$ cat config.mk
export PLATFORM = sky130hd
export DESIGN_NAME = debug_dump_ctrl
export DESIGN_NICKNAME = d
export VERILOG_FILES = /design/src/rtl/debug_dump_ctrl_pkg.sv /design/src/rtl/debug_dump_ctrl.sv
export SDC_FILE = /design/constraint.sdc
export NUM_CORES = 1
export LEC_CHECK = 0
export BUFFER_PORTS_ARGS = -buffer_cell sky130_fd_sc_hd__buf_2
export CORE_MARGIN = 2
export CORE_UTILIZATION = 40
export DETAILED_ROUTE_END_ITERATION = 6
export PLACE_DENSITY = 0.72
export SYNTH_ARGS = -nofsm -noshare
export SYNTH_HDL_FRONTEND = slang
export SYNTH_SLANG_ARGS = --single-unit
$ cat constraint.sdc
create_clock -name i_clock -period 2.9 [get_ports i_clock]
set_input_delay 0.29 -clock i_clock [delete_from_list [all_inputs] [get_ports i_clock]]
set_output_delay 0.29 -clock i_clock [all_outputs]
set_load 0.03 [all_outputs]
$ cat src/rtl/debug_dump_ctrl_pkg.sv
// rtl/debug_dump_ctrl_pkg.sv - shared state encoding and frame-order constants for the debug dump controller
//
// Purpose: FSM state and word-kind enums plus the frame layout constants
//          (34 header+register words, 4 bytes per word) used by the RTL and bench.
// Ports:   none (package).

package debug_dump_ctrl_pkg;

    typedef enum logic [3:0] {
        ST_IDLE     = 4'd0,
        ST_LOAD_PC  = 4'd1,
        ST_LOAD_CYC = 4'd2,
        ST_REQ_REG  = 4'd3,
        ST_CAP_REG  = 4'd4,
        ST_REQ_MEM  = 4'd5,
        ST_CAP_MEM  = 4'd6,
        ST_SEND     = 4'd7,
        ST_WAIT_TX  = 4'd8,
        ST_DONE     = 4'd9
    } state_t;

    // Which frame section the word currently in the shift register came from;
    // decides where the FSM goes once its last byte has been sent.
    typedef enum logic [1:0] {
        W_PC  = 2'd0,
        W_CYC = 2'd1,
        W_REG = 2'd2,
        W_MEM = 2'd3
    } word_t;

    localparam int N_REGS         = 32;
    localparam int N_HDR_WORDS    = 34;
    localparam int BYTES_PER_WORD = 4;

endpackage

$ cat src/rtl/debug_dump_ctrl.sv
// rtl/debug_dump_ctrl.sv - streams PC, cycle count, register file and data memory as a UART byte frame
//
// Purpose: on i_start, sends i_pc, i_cycles, registers 0..31 and memory words
//          0..N_MEM_WORDS-1, each as 4 bytes LSB first, one byte per UART handshake.
// Ports:
//   i_clock, i_reset (async active-low)      clock / reset
//   i_start, i_abort                          begin / cancel a dump
//   i_pc, i_cycles                            header word sources
//   o_reg_addr, o_rd_reg, i_reg_data          register file read port (1-cycle latency)
//   o_mem_addr, o_rd_mem, i_mem_data          data memory read port (1-cycle latency)
//   o_tx_data, o_tx_start, i_tx_done          UART transmitter handshake
//   o_busy, o_done                            status

module debug_dump_ctrl
    import debug_dump_ctrl_pkg::*;
#(
    parameter int NB_DATA     = 32,
    parameter int NB_REG      = 5,
    parameter int NB_MEM_ADDR = 7,
    parameter int N_MEM_WORDS = 32
) (
    input  logic                   i_clock,
    input  logic                   i_reset,
    input  logic                   i_start,
    input  logic                   i_abort,
    input  logic [NB_DATA-1:0]     i_pc,
    input  logic [NB_DATA-1:0]     i_cycles,
    input  logic [NB_DATA-1:0]     i_reg_data,
    input  logic [NB_DATA-1:0]     i_mem_data,
    input  logic                   i_tx_done,
    output logic [NB_REG-1:0]      o_reg_addr,
    output logic                   o_rd_reg,
    output logic [NB_MEM_ADDR-1:0] o_mem_addr,
    output logic                   o_rd_mem,
    output logic [7:0]             o_tx_data,
    output logic                   o_tx_start,
    output logic                   o_busy,
    output logic                   o_done
);

    localparam logic [1:0]             LAST_BYTE = 2'(BYTES_PER_WORD - 1);
    localparam logic [NB_REG-1:0]      LAST_REG  = NB_REG'(N_REGS - 1);
    localparam logic [NB_MEM_ADDR-1:0] LAST_MEM  = NB_MEM_ADDR'(N_MEM_WORDS - 1);

    state_t                 state, nxt_state;
    word_t                  word, nxt_word;
    logic [NB_DATA-1:0]     shift, nxt_shift;
    logic [1:0]             byte_cnt, nxt_byte_cnt;
    logic [NB_REG-1:0]      reg_idx, nxt_reg_idx;
    logic [NB_MEM_ADDR-1:0] mem_idx, nxt_mem_idx;

    always_ff @(posedge i_clock or negedge i_reset) begin
        if (!i_reset) begin
            state    <= ST_IDLE;
            word     <= W_PC;
            shift    <= '0;
            byte_cnt <= '0;
            reg_idx  <= '0;
            mem_idx  <= '0;
        end else begin
            state    <= nxt_state;
            word     <= nxt_word;
            shift    <= nxt_shift;
            byte_cnt <= nxt_byte_cnt;
            reg_idx  <= nxt_reg_idx;
            mem_idx  <= nxt_mem_idx;
        end
    end

    always_comb begin
        nxt_state    = state;
        nxt_word     = word;
        nxt_shift    = shift;
        nxt_byte_cnt = byte_cnt;
        nxt_reg_idx  = reg_idx;
        nxt_mem_idx  = mem_idx;

        if (state != ST_IDLE && i_abort) begin
            // Abort wins over everything else, including a same-cycle i_tx_done.
            nxt_state    = ST_IDLE;
            nxt_word     = W_PC;
            nxt_shift    = '0;
            nxt_byte_cnt = '0;
            nxt_reg_idx  = '0;
            nxt_mem_idx  = '0;
        end else begin
            unique case (state)
                ST_IDLE: begin
                    if (i_start) begin
                        nxt_state    = ST_LOAD_PC;
                        nxt_byte_cnt = '0;
                        nxt_reg_idx  = '0;
                        nxt_mem_idx  = '0;
                    end
                end
                ST_LOAD_PC: begin
                    nxt_shift = i_pc;
                    nxt_word  = W_PC;
                    nxt_state = ST_SEND;
                end
                ST_LOAD_CYC: begin
                    nxt_shift = i_cycles;
                    nxt_word  = W_CYC;
                    nxt_state = ST_SEND;
                end
                ST_REQ_REG: nxt_state = ST_CAP_REG;
                ST_CAP_REG: begin
                    nxt_shift = i_reg_data;
                    nxt_word  = W_REG;
                    nxt_state = ST_SEND;
                end
                ST_REQ_MEM: nxt_state = ST_CAP_MEM;
                ST_CAP_MEM: begin
                    nxt_shift = i_mem_data;
                    nxt_word  = W_MEM;
                    nxt_state = ST_SEND;
                end
                ST_SEND: nxt_state = ST_WAIT_TX;
                ST_WAIT_TX: begin
                    if (i_tx_done) begin
                        nxt_shift    = shift >> 8;
                        nxt_byte_cnt = byte_cnt + 2'd1;
                        if (byte_cnt != LAST_BYTE) begin
                            nxt_state = ST_SEND;
                        end else begin
                            unique case (word)
                                W_PC:  nxt_state = ST_LOAD_CYC;
                                W_CYC: nxt_state = ST_REQ_REG;
                                W_REG: begin
                                    // Index wraps 31 -> 0 and is not used again this frame.
                                    nxt_reg_idx = reg_idx + 1'b1;
                                    nxt_state   = (reg_idx == LAST_REG) ? ST_REQ_MEM : ST_REQ_REG;
                                end
                                W_MEM: begin
                                    if (mem_idx == LAST_MEM) begin
                                        nxt_mem_idx = '0;
                                        nxt_state   = ST_DONE;
                                    end else begin
                                        nxt_mem_idx = mem_idx + 1'b1;
                                        nxt_state   = ST_REQ_MEM;
                                    end
                                end
                                default: nxt_state = ST_IDLE;
                            endcase
                        end
                    end
                end
                ST_DONE: nxt_state = ST_IDLE;
                default: nxt_state = ST_IDLE;
            endcase
        end
    end

    // Shift register only moves on the i_tx_done that ends WAIT_TX, so the
    // byte presented in SEND stays put for the whole handshake.
    assign o_tx_data  = shift[7:0];
    assign o_reg_addr = reg_idx;
    assign o_mem_addr = mem_idx;
    assign o_rd_reg   = (state == ST_REQ_REG);
    assign o_rd_mem   = (state == ST_REQ_MEM);
    assign o_tx_start = (state == ST_SEND) && !i_abort;
    assign o_done     = (state == ST_DONE) && !i_abort;
    assign o_busy     = (state != ST_IDLE);

endmodule

== Yosys cells after proc, flatten, opt, wreduce, memory -nomap -nowiden ==
Cells that the tools add are included.
Operators by class
  $add $sub $neg: 3
  equal/unequal tests: 20
  mux-type cells: 30
  reduce and logical (&&, ||, !) cells: 16
Operators with widths (count)
  32-bit one-hot mux with 5 select lines: 1
  32-bit two-way mux: 2
  7-bit two-way mux: 6
  5-bit two-way mux: 5
  4-bit one-hot mux with 6 select lines: 1
  4-bit two-way mux: 5
  4-bit by 3-bit == test with 1-bit output (second input constant): 4
  4-bit one-hot mux with 4 select lines: 1
  7-bit one-hot mux with 2 select lines: 1
  3-bit inequality test (second input constant): 4
  5-bit one-hot mux with 2 select lines: 1
  5-bit AND reduction: 2
  4-bit by 2-bit == test with 1-bit output (second input constant): 2
  4-bit == test (second input constant): 2
  2-bit two-way mux: 4
  2-bit one-hot mux with 4 select lines: 1
  7-bit by 1-bit adder with 7-bit output (second input constant): 1
  7-bit by 5-bit == test with 1-bit output (second input constant): 1
  6-bit nonzero test: 1
  5-bit by 1-bit adder with 5-bit output (second input constant): 1
  5-bit == test (second input constant): 1
  5-bit nonzero test: 1
  2-bit == test (second input constant): 2
  4-bit by 1-bit == test with 1-bit output (second input constant): 1
  15 further kinds: 18
Word-level totals
  flip-flop bits (word level): 52
  input bits: 133
  output and inout bits: 25
  word-level logic and storage cells: 75

== Logic depth before layout (Yosys ltp) ==
  depth after elaboration: 7
  mapped depth: 8
  mapped depth without buffers: 8

== Worst setup path before layout ==
OpenSTA, ideal clock, no wires.
  path kind: register to output
  start: reg state[2]
  end: out o_done
  arrival: 1.783 ns
  required time: 2.610 ns
  path slack: 0.827 ns
  stages on the path, launching flop included: 4
  buffers on the path: 1
  cells stage by stage: dfrtp_1 > buf_2 > nand2b_1 > nor4b_1
Between the ends
  cells in the longest elaborated chain, start to end: 2
Ends and longest elaborated chain
  start, declared: RTL line debug_dump_ctrl.sv:45  | state_t state, nxt_state;
  start signal, assigned: RTL line debug_dump_ctrl.sv:61  | state <= nxt_state;
  4-bit == test: RTL line debug_dump_ctrl.sv:162  | assign o_done = (state == ST_DONE) && !i_abort;
  1-bit logical AND: RTL line debug_dump_ctrl.sv:162
  end, declared: RTL line debug_dump_ctrl.sv:38  | output logic o_done
No other way between the ends.

== Final worst setup path ==
  start: reg state[1]
  end: reg shift[0]
Between the ends
  cells in the longest elaborated chain, start to end: 4
  elaborated cells between the ends (all ways): 12
  classes of those cells: 6 x eq/ne; 2 x mux; 4 x reduce/logical
Ends and longest elaborated chain
  4-bit nonzero test: RTL line debug_dump_ctrl.sv:78  | if (state != ST_IDLE && i_abort) begin
  1-bit logical AND: RTL line debug_dump_ctrl.sv:78
  6-bit nonzero test (no source line) or 3-bit inequality test (tied branches)
  2-bit AND reduction (no source line)
  end signal, assigned: RTL line debug_dump_ctrl.sv:63  | shift <= nxt_shift;
  end, declared: RTL line debug_dump_ctrl.sv:47  | logic [NB_DATA-1:0] shift, nxt_shift;
Several ways; a longest one is shown, not always the timed one.
A chain may end at the register's enable or synchronous reset.

==> summary.txt <==
Hold Startpoint -> i_tx_done
Die ar. -> 0.009431 mm²
Core area -> 0.008299 mm²
Top Ports -> 158
Detailed Route WL -> 10640 µm
Number of library cell types mapped by synthesis -> 52
Initial antenna violation count -> 0
Final setup margin -> 0.6663 ns
Crit end category -> flop
Startpoint Class -> flop
Static Leak -> 2.262 nW
R2r worst-path depth -> 6
Hold endpoint -> state[3]
Placed cell count -> 610
Failing checks -> design-rule violations
Worst setup startpoint -> state[1]
Reg clk slew, reported paths -> 0.10 ns
Core Util, Final -> 0.5228
Cells after Synth -> 381
Slew @ Worst Pin -> 0.6209 ns
Htree depth -> 2
Final cell count without fillers -> 619
Crit path kind -> flop to flop
Maximum VDD drop -> 0.4119 mV
Worst-path fanout max -> 32
Wirelength per Cell -> 17.19 µm
Final setup fails -> 0
Clock buffer count from CTS -> 5
Reg2Reg Setup Slack -> 0.67 ns
IO Port Bufs -> 157
Die width -> 97.12 µm
Hpwl dp -> 7668 µm
Initial Util -> 0.4179
Initial DRC Count -> 377
Chip height -> 97.12 µm
Total power -> 3.538 mW
Mapped cell area -> 0.003468 mm²
Post-synth EDFFs -> 0
Async SR Flop Fraction -> 1.000
Minimum clock period -> 2.234 ns
Period Utilization, post-route -> 0.7703
Fmax -> 447.7 MHz
First-pass GRT wire length -> 17330 µm
Max cap viols -> 0
Clk_skew -> 0.004507 ns
Total negative slack -> 0 ns
CTS Buffer Depth -> 2
Power Density -> 815.4 mW/mm²
Clk_lat worst skew -> 0.30 ns
Synth Warn # -> 0
CTS tree -> built
Unrepaired setup endpoints after global routing -> no
Critical Path AT -> 2.48 ns
Pin count of the biggest net entering global routing -> 33
Pre-CTS WS -> 0.6870 ns
Count of final max-slew check failures -> 0
Critical Path RT -> 3.14 ns
N_diodes -> 0
Pre-antenna DRT Iters -> 7
Net count, final -> 650
Syn Area/Cell -> 9.103 µm²
Num rows -> 33
Post-route ant nets -> 0
Reg-to-reg endpoint -> shift[0]
WHS Path Cells -> 2
Fin. Hold Viols -> 0
DRC Markers -> 5
Status -> complete, but fails checks
Syn Nets -> 518
Fillers -> 783
Vias/cell -> 5.898
GPL Wtd Cong -> 0.8454
Clk sink count -> 52
Gr usage total -> 0.2225
Total number of vias -> 3651
Ratio of cells with drive above 1 in the final layout -> 0.3735
Gr ovfl total -> 0
Sequential fraction of the synthesis area -> 0.3752
RR Startpoint -> state[1]
Hold Path Class -> input pin to flop
Vias in the first global route -> 3544
Top_reg_cell synth -> dfrtp_1
Relative slew slack -> 0.5861
CTS Root Cell -> clkbuf_8
P&R area growth vs syn -> 25.11%
Synth Register Bits -> 52
## synth_stat cells, drive strengths merged, types with 3 or more instances
cell type  count  area, µm²
a22oi          4      30.03
o21ai         19      106.4
ha             4      50.05
or3            4      35.03
inv            4      15.01
clkbuf        11      41.29
dfrtp         52       1301
nand2b         5      31.28
a221o          4      40.04
and3           3      18.77
nand2         71      269.0
nand4          3      18.77
a222oi        28      280.3
nand3          5      25.02
nor3           7      40.04
a22o          57      499.2
nor2          23      88.84
buf           31      217.7
a21oi         11      66.32
o31ai          4      30.03
and2           4      25.02
or2            3      18.77
## cells by family (layout without fill, tap and decap cells)
kind of cell             count (synthesis)  in the layout  synth area share
AO/OA/AOI/OAI                          142            142            0.3438
AND/OR/NAND/NOR                        135            135            0.1818
flip-flops                              52             52            0.3752
buffers and inverters                   46            179           0.07900
adder cells (fa/ha/maj)                  4              4           0.01443
XOR/XNOR                                 1              1          0.002526
multiplexers                             1              1          0.003247
## where the power goes
| part | leakage [nW] | switching [mW] | internal, mW |
|---|---|---|---|
| Clock | 0.0600 | 0.247 | 0.262 |
| Sequential | 0.698 | 0.220 | 0.900 |
| Combinational | 1.50 | 1.11 | 0.798 |
| Total | 2.26 | 1.58 | 1.96 |
## state kept, by name, indices dropped and copies added, names as in the netlist
| name | count |
|---|---|
| shift | 32 |
| o_mem_addr | 7 |
| o_reg_addr | 5 |
| state | 4 |
| byte_cnt | 2 |
| word | 2 |
## how the worst max path moves through the flow
stage	to	slack, ns	cells after the start
after floorplan	o_done	0.83	3
after global placement	shift[5]	0.78	6
after detailed placement	shift[26]	0.69	6
after CTS	shift[21]	0.67	6
after global routing	shift[13]	0.54	6
final	shift[0]	0.67	6
## critical path: stages (launching register included)
cell and delay [ns]:
dfrtp_1 0.61, or2_1 0.35, and2_1 0.18, or3_4 0.36, a21oi_4 0.15, buf_4 0.33, a22o_1 0.19
## what timing repair did
| action | in CTS | in global routing |
|---|---|---|
| hold endpoints to repair | 20 | 0 |
| hold buffers | 1 | 0 |
| setup buffers | 0 | 0 |
| resized for setup | 0 | 0 |
## through the flow
stage / hold WS, ns / instance area (µm²)
floorplan: -0.005591 / 3468
global placement: 0.2787 / 4214
detailed placement: 0.2904 / 4214
CTS: 0.2770 / 4339
global route: 0.2831 / 4339
finish: 0.2880 / 4339
## metal layers
metal / vias to the layer above / GRT usage / wire [µm] / part of all wire
li1: 1732 / - / - / -
met1: 1727 / 0.3181 / 4682 / 0.44
met2: 177 / 0.3515 / 5075 / 0.48
met3: 15 / 0.03237 / 714 / 0.067
met4: 0 / 0.06609 / 167 / 0.016
met5: - / 0 / 0 / 0
## layout make-up
cell class	instances	area, µm²	area share
inverter	4	15.01	0.003460
multi-input combinational	283	1913	0.4409
sequential	52	1301	0.2999
clock buffer	5	68.82	0.01586
tap	105	131.4	0.03028
clock inverter	3	46.29	0.01067
timing repair buffer	167	863.3	0.1990
## cell usage in the layout, fill, tap and decap left out, types with 2 or more instances in the layout
master / instances
a21oi_1: 9
a221o_1: 4
a222oi_1: 28
a22o_1: 57
a22oi_1: 4
a31oi_1: 2
a32o_1: 2
and2_1: 4
and3_1: 3
buf_2: 157
buf_4: 9
clkbuf_8: 5
dfrtp_1: 52
ha_1: 4
inv_1: 4
nand2_1: 70
nand2b_1: 5
nand3_1: 5
nand4_1: 3
nor2_1: 21
nor2_2: 2
nor2b_2: 2
nor3_1: 6
o211ai_1: 2
o21a_1: 2
o21ai_0: 3
o21ai_1: 13
o21ai_2: 3
o31ai_1: 4
or2_1: 2
or3_1: 2
or3_4: 2
Note: power is estimated with default switching activity, not from simulation.
